## src/rtl/pipelined_add_sub.sv

```systemverilog
// Ripple-segmented adder/subtractor: each stage resolves SEG bits and hands
// its carry, the untouched upper operand bits and the finished low sum bits on.
module pipelined_add_sub #(
    parameter int WIDTH  = 32,
    parameter int STAGES = 4
) (
    input  logic             clk,
    input  logic             rst_n,
    input  logic             in_valid,
    output logic             in_ready,
    input  logic [WIDTH-1:0] A,
    input  logic [WIDTH-1:0] B,
    input  logic             Cin,
    input  logic             Sub,
    output logic             out_valid,
    input  logic             out_ready,
    output logic [WIDTH-1:0] Sum,
    output logic             Cout,
    output logic             Overflow
);

    localparam int SEG = (STAGES >= 1) ? WIDTH / STAGES : 1;

    if (STAGES < 1 || WIDTH < 2 || (WIDTH % STAGES) != 0) begin : g_param_check
        $error("pipelined_add_sub: WIDTH must be >= 2 and a multiple of STAGES >= 1");
    end

    logic advance;

    for (genvar k = 0; k < STAGES; k++) begin : g_stage
        // Operand bits still to be added; the current segment sits at the bottom.
        localparam int RW = WIDTH - k * SEG;

        logic [RW-1:0]          a_in;
        logic [RW-1:0]          b_in;
        logic                   c_in;
        logic                   v_in;
        logic [SEG:0]           seg_sum;
        logic [(k+1)*SEG-1:0]   s_nxt;
        logic [(k+1)*SEG-1:0]   s_q;
        logic                   c_q;
        logic                   v_q;

        if (k == 0) begin : g_src
            // Subtract is folded into the operands once, at capture.
            assign a_in  = A;
            assign b_in  = Sub ? ~B : B;
            assign c_in  = Sub | Cin;
            assign v_in  = in_valid;
            assign s_nxt = seg_sum[SEG-1:0];
        end else begin : g_src
            assign a_in  = g_stage[k-1].g_fwd.a_q;
            assign b_in  = g_stage[k-1].g_fwd.b_q;
            assign c_in  = g_stage[k-1].c_q;
            assign v_in  = g_stage[k-1].v_q;
            assign s_nxt = {seg_sum[SEG-1:0], g_stage[k-1].s_q};
        end

        assign seg_sum = {1'b0, a_in[SEG-1:0]} + {1'b0, b_in[SEG-1:0]} + (SEG+1)'(c_in);

        always_ff @(posedge clk or negedge rst_n) begin
            if (!rst_n) begin
                v_q <= 1'b0;
                c_q <= 1'b0;
                s_q <= '0;
            end else if (advance) begin
                v_q <= v_in;
                c_q <= seg_sum[SEG];
                s_q <= s_nxt;
            end
        end

        if (k < STAGES - 1) begin : g_fwd
            logic [RW-SEG-1:0] a_q;
            logic [RW-SEG-1:0] b_q;

            always_ff @(posedge clk or negedge rst_n) begin
                if (!rst_n) begin
                    a_q <= '0;
                    b_q <= '0;
                end else if (advance) begin
                    a_q <= a_in[RW-1:SEG];
                    b_q <= b_in[RW-1:SEG];
                end
            end
        end else begin : g_last
            logic ovf_q;

            // Carry into the MSB is recovered from the MSB's own sum bit.
            always_ff @(posedge clk or negedge rst_n) begin
                if (!rst_n) begin
                    ovf_q <= 1'b0;
                end else if (advance) begin
                    ovf_q <= a_in[SEG-1] ^ b_in[SEG-1] ^ seg_sum[SEG-1] ^ seg_sum[SEG];
                end
            end
        end
    end

    assign out_valid = g_stage[STAGES-1].v_q;
    assign Sum       = g_stage[STAGES-1].s_q;
    assign Cout      = g_stage[STAGES-1].c_q;
    assign Overflow  = g_stage[STAGES-1].g_last.ovf_q;

    assign advance  = !out_valid || out_ready;
    assign in_ready = advance;

endmodule
```

## config.mk

```make
export PLATFORM = sky130hd
export DESIGN_NAME = pipelined_add_sub
export DESIGN_NICKNAME = d
export VERILOG_FILES = /design/src/rtl/pipelined_add_sub.sv
export SDC_FILE = /design/constraint.sdc
export NUM_CORES = 1
export LEC_CHECK = 0
export CAP_MARGIN = 20
export CORE_AREA = 4 4 107 184
export CTS_BUF_LIST = sky130_fd_sc_hd__clkbuf_16
export DETAILED_ROUTE_END_ITERATION = 12
export DIE_AREA = 0 0 111 188
export PLACE_DENSITY = 0.71
export SLEW_MARGIN = 25
export SYNTH_ARGS = -nofsm -noshare
export SYNTH_HDL_FRONTEND = slang
export SYNTH_SLANG_ARGS = --single-unit
```

## constraint.sdc

```tcl
create_clock -name clk -period 2.2 [get_ports clk]
set_input_delay 0.33 -clock clk [delete_from_list [all_inputs] [get_ports clk]]
set_output_delay 0.33 -clock clk [all_outputs]
set_load 0.02 [all_outputs]
```

Yosys cells after proc, flatten, opt, wreduce, memory -nomap -nowiden
Cells that the tools add are included.
- output and inout bits: 36
- memories: 0
- latch bits: 0
- RAM bits: 0
- memory bits (read-only): 0
- register bits: 185
- add/sub/neg operators: 8
- div/mod/pow operators: 0
- reduce and logical (&&, ||, !) cells: 2
- $lt $le $gt $ge: 0
- bitwise gates (word level): 5
- mux-type cells: 1
- eq/ne operators: 0
- shift-type cells: 0
- multiply operators: 0
- operators with widths (cell ; number):
    8-bit by 8-bit adder with 9-bit output ; 4
    9-bit by 1-bit adder with 9-bit output ; 4
    32-bit two-way mux ; 1
    32-bit inverter ; 1
    1-bit bitwise XOR ; 3
    1-bit logical NOT ; 1
    1-bit logical OR ; 1
    1-bit OR ; 1

Logic depth before layout (Yosys ltp)
- depth after elaboration: 4
- mapped depth: 11

Worst setup path before layout
Ideal clock, no wire load.
- path type: input port to flip-flop
- start: in Sub
- end: reg g_stage[0].s_q[6]
- arrival: 2.378 ns
- cell stages on the path: 11
- slack: -0.310 ns
- path buffers: 2
- setup time: 0.131 ns
- data required time: 2.069 ns
- cells stage by stage: buf_2 > buf_2 > or2_2 > fa_1 > inv_1 > fa_1 > nor2b_1 > o21ai_2 > a21boi_2 > o2111ai_1 > or3b_1
- cells in the longest elaborated chain, start to end: 3
- elaborated cells on any way between the ends: 4
- those cells by class: 2 x add/sub; 1 x mux; 1 x bitwise
- ends and longest elaborated chain (item ; RTL line ; RTL):
    start: declaration ; 14 ; input logic Sub,
    32-bit two-way mux ; 47 ; assign b_in = Sub ? ~B : B;
    8-bit by 8-bit adder with 9-bit output ; 59 ; assign seg_sum = {1'b0, a_in[SEG-1:0]} + {1'b0, b_in[SEG-1:0]} + (SEG+1)'(c_in);
    9-bit by 1-bit adder with 9-bit output (*) ; 59 ;
    end signal: assignment ; 69 ; s_q <= s_nxt;
    end: declaration ; 40 ; logic [(k+1)*SEG-1:0] s_q;
Mark *: on every way between the ends. The rest lies on a longest branch, timed or not.
A chain may end at the register's enable or synchronous reset.

Worst setup path after layout
- start: reg g_stage[1].c_q
- end: reg g_stage[2].c_q
- cells in the longest elaborated chain, start to end: 1
- ends and longest elaborated chain (item ; RTL line ; RTL):
    start: declaration ; 41 ; logic c_q;
    start signal: assignment ; 68 ; c_q <= seg_sum[SEG];
    9-bit by 1-bit adder with 9-bit output ; 59 ;
    end signal: assignment ; 68 ;
    end: declaration ; 41 ;
No other way between the ends.

==> metrics.cfg <==
[logic_synthesis]
yosysTopAreaCell=dfrtp_1
synth_top_area_share_pct=55.1
yosys_warnings=0
ys.flop_type=dfrtp_1
ys_ff_latch=185
netlist_instances=924
async_flop_share_pct=100
synthDistinctLibCells=46
avgSynthCellArea_um2=9.10
synth.area.top_cells=dfrtp_1 55%, nand2_1 20%, ha_1 4.2%, xnor2_1 4.0%, o21ai_0 2.1%
synth_nets=1030
ys_seq_area_share_pct=55.1
synth_edf_count=0
synthesis.area_um2=8410

[final_layout]
drive_above_1_share_pct=8.08
fillerInstances=1647
area_growth_pct=24.6
final_cell_area_um2=10500
final_core_util_pct=57.8
nNetsFinal=1132
antenna_cells=0

[die]
dieArea_um2=20900
die_y_um=188
coreArea_um2=18100
floorplan.initialDensity_pct=46.4
io_pins=106
die_x_um=111
rows=65

[worst_setup_path]
crit_fanout=3
regToRegStartpoint=g_stage[1].c_q
cpPeakStageDelay_ns=0.41
cp-startpoint=g_stage[1].c_q
critPathRequiredTime_ns=2.52
worstRegToRegCells=7
worstSetupEndpoint=g_stage[2].c_q
cp-end-kind=flop
start_kind=flop
r2r-end=g_stage[2].c_q
crit_slowest_cell=fa_2
rrSetupSlack_ns=0.06
arrival_ns=2.46
cp_common_cell=fa_2
timing.critical_path.cells=fa_2 > fa_2 > a21o_1 > a21o_2 > a21oi_4 > a21oi_2 > o31a_1
path_class=flop to flop

[global_route]
first_global_vias=6031
grt_max_degree=100
grt_use_total_pct=16.4
grt_pass1_wl_um=28300
antenna_found_initial=1
grt_overflow=0

[power]
p_per_area_nw_per_um2=1410
irDropWorstVdd_v=0.000591
p_leak_nw=5.10

[sta]
setup_viol=0
timing.final.max_slew_violations=0
slew_headroom_pct=64.1
fin_hold_ws_ns=0.416
fin_crit_sh_pct=97.5
setup_ws_ns=0.0550
fin_skew_ns=0.0124
max_freq_ghz=0.466
worst_slew_pin_slew_ns=0.539
tns_ns=0
rsz0062_at_grt=true
final_hold_viol_count=0
finalCriticalPeriod_ns=2.14

[clock_network]
clock_path_buffers=2
numClockSinks=185
cts_tree=built
worstSkewPairLatency_ns=0.43
cts_buffers=17
clkTransAtPathRegs_ns=0.08
cts-root-buf=clkbuf_16
htree_levels=4

[routing]
via_count=6044
antenna_left=0
viasPerCell=4.75
drtIter0Drc=233
first_pass_iters=4
wl_um=16400
wl_per_cell_um=12.9
drcViolationCount=0

[worst_hold_path]
hp-class=primary input to asynchronous set/reset pin

[place]
preCtsSetupSlack_ns=-0.451
gp_congestion=0.850
hpwl_um=11500
io_buffer_count=105
placed_cell_area_um2=9800

[run]
drv_cap=0

[status]
status=finished, final reports clean

[cells by family (layout without fill, tap and decap cells)]
logic type / count (synthesis) / after routing / share of synthesized area, %
xor gates and xnor gates: 53 / 53 / 5.52
and+or+nand+nor: 486 / 486 / 22.8
adders and majority gates: 36 / 36 / 6.07
buffers and inverters: 59 / 174 / 3.02
AOI/OAI and AO/OA: 105 / 105 / 7.53
DFF: 185 / 185 / 55.1
[routing by layer]
layer  global-route usage (%)  vias to the layer above  wire (µm)
li1                         -                     3153          -
met1                     19.5                     2778       6840
met2                     29.7                       87       8700
met3                     2.45                       24        446
met4                     6.50                        2        405
met5                        0                        -          7
[Yosys cell counts (2+ instances only)]
library cell  instances
a41o_1                2
or4b_1                2
o31a_1                2
a21o_2                2
buf_1                 2
nor4b_1               2
xnor2_1              38
nand2_1             440
buf_2                25
inv_1                 8
nand4_1               4
o21ai_2               2
xor2_1               15
nor3b_1               2
o21ai_0              36
nor2_1               19
a211oi_1              3
a21oi_2               2
nand2b_1              3
dfrtp_1             185
o211ai_1              6
fa_1                  8
clkbuf_1             22
a21o_1                9
a21oi_1              33
nand4b_1              2
ha_1                 28
nand3_1               4
[state kept, by name, summed over array words and instances (netlist names)]
name	count
Cout	1
Overflow	1
Sum	32
g_stage.c_q	3
g_stage.g_fwd.a_q	48
g_stage.g_fwd.b_q	48
g_stage.s_q	48
g_stage.v_q	3
out_valid	1
[layout by cell type, fill, tap and decap left out, drive strengths merged, types with 2 or more instances in the layout]
| cell | Yosys | final |
|---|---|---|
| o31a | 2 | 2 |
| a41o | 2 | 2 |
| a21o | 11 | 11 |
| nor2b | 2 | 2 |
| xnor2 | 38 | 38 |
| dfrtp | 185 | 185 |
| buf | 27 | 28 |
| clkdlybuf4s50 | 0 | 102 |
| fa | 8 | 8 |
| a21oi | 35 | 35 |
| nand2 | 440 | 440 |
| o21ai | 39 | 39 |
| nor3b | 2 | 2 |
| clkinv | 0 | 7 |
| or4b | 2 | 2 |
| o211ai | 6 | 6 |
| nand4b | 2 | 2 |
| nand2b | 3 | 3 |
| inv | 9 | 16 |
| nand3 | 4 | 4 |
| xor2 | 15 | 15 |
| nor2 | 19 | 19 |
| nor4b | 2 | 2 |
| a211oi | 3 | 3 |
| nand4 | 4 | 4 |
| ha | 28 | 28 |
| clkbuf | 23 | 18 |
[per-stage QoR]
| stage | power [W] | cells |
|---|---|---|
| 6_report | 0.0148 | 1273 |
| 5_1_grt | 0.0160 | 1273 |
| 4_1_cts | 0.0149 | 1271 |
| 3_5_place_dp | 0.0118 | 1238 |
| 3_3_place_gp | 0.0116 | 1238 |
| 2_1_floorplan | 0.00985 | 924 |
[worst max-delay path: cells and delay by family (launching register included)]
| family | cells | cell delay (ns) |
|---|---|---|
| fa+ha+maj | 2 | 0.77 |
| flops | 1 | 0.40 |
| compound gates | 5 | 0.86 |
[cell type report]
type	instances	area [µm²]	share of cell area (%)
flip-flops and latches	185	4630	44.2
well taps	234	293	2.79
clock buffers	17	425	4.06
multi-input cells	680	3580	34.2
inverters	9	36.3	0.346
clock inverters	15	174	1.66
repair buffers	133	1340	12.8
[worst min-delay path by stage]
stage                     cells past startpoint  start                  endpoint
after floorplan                               0  rst_n                      Cout
after global placement                        1  rst_n  g_stage[0].g_fwd.a_q[19]
after detailed placement                      1  rst_n  g_stage[0].g_fwd.a_q[19]
after CTS                                     3  A[21]  g_stage[0].g_fwd.a_q[13]
after global routing                          3  A[21]  g_stage[0].g_fwd.a_q[13]
final                                         2  rst_n  g_stage[0].g_fwd.a_q[19]
[timing repair]
action / CTS / global route
pin swaps: 2 / 8
resized for setup: 5 / 8
endpoints found under the hold margin: 49 / 0
setup buffers: 0 / 2
hold buffers: 1 / 0
setup endpoints to repair: 3 / 7
[report_power, final]
group          switching, W  total (W)  internal (W)
Sequential         0.000843    0.00577       0.00493
Combinational       0.00332    0.00604       0.00271
Clock               0.00147    0.00300       0.00153
(Power assumes the default switching activity.)
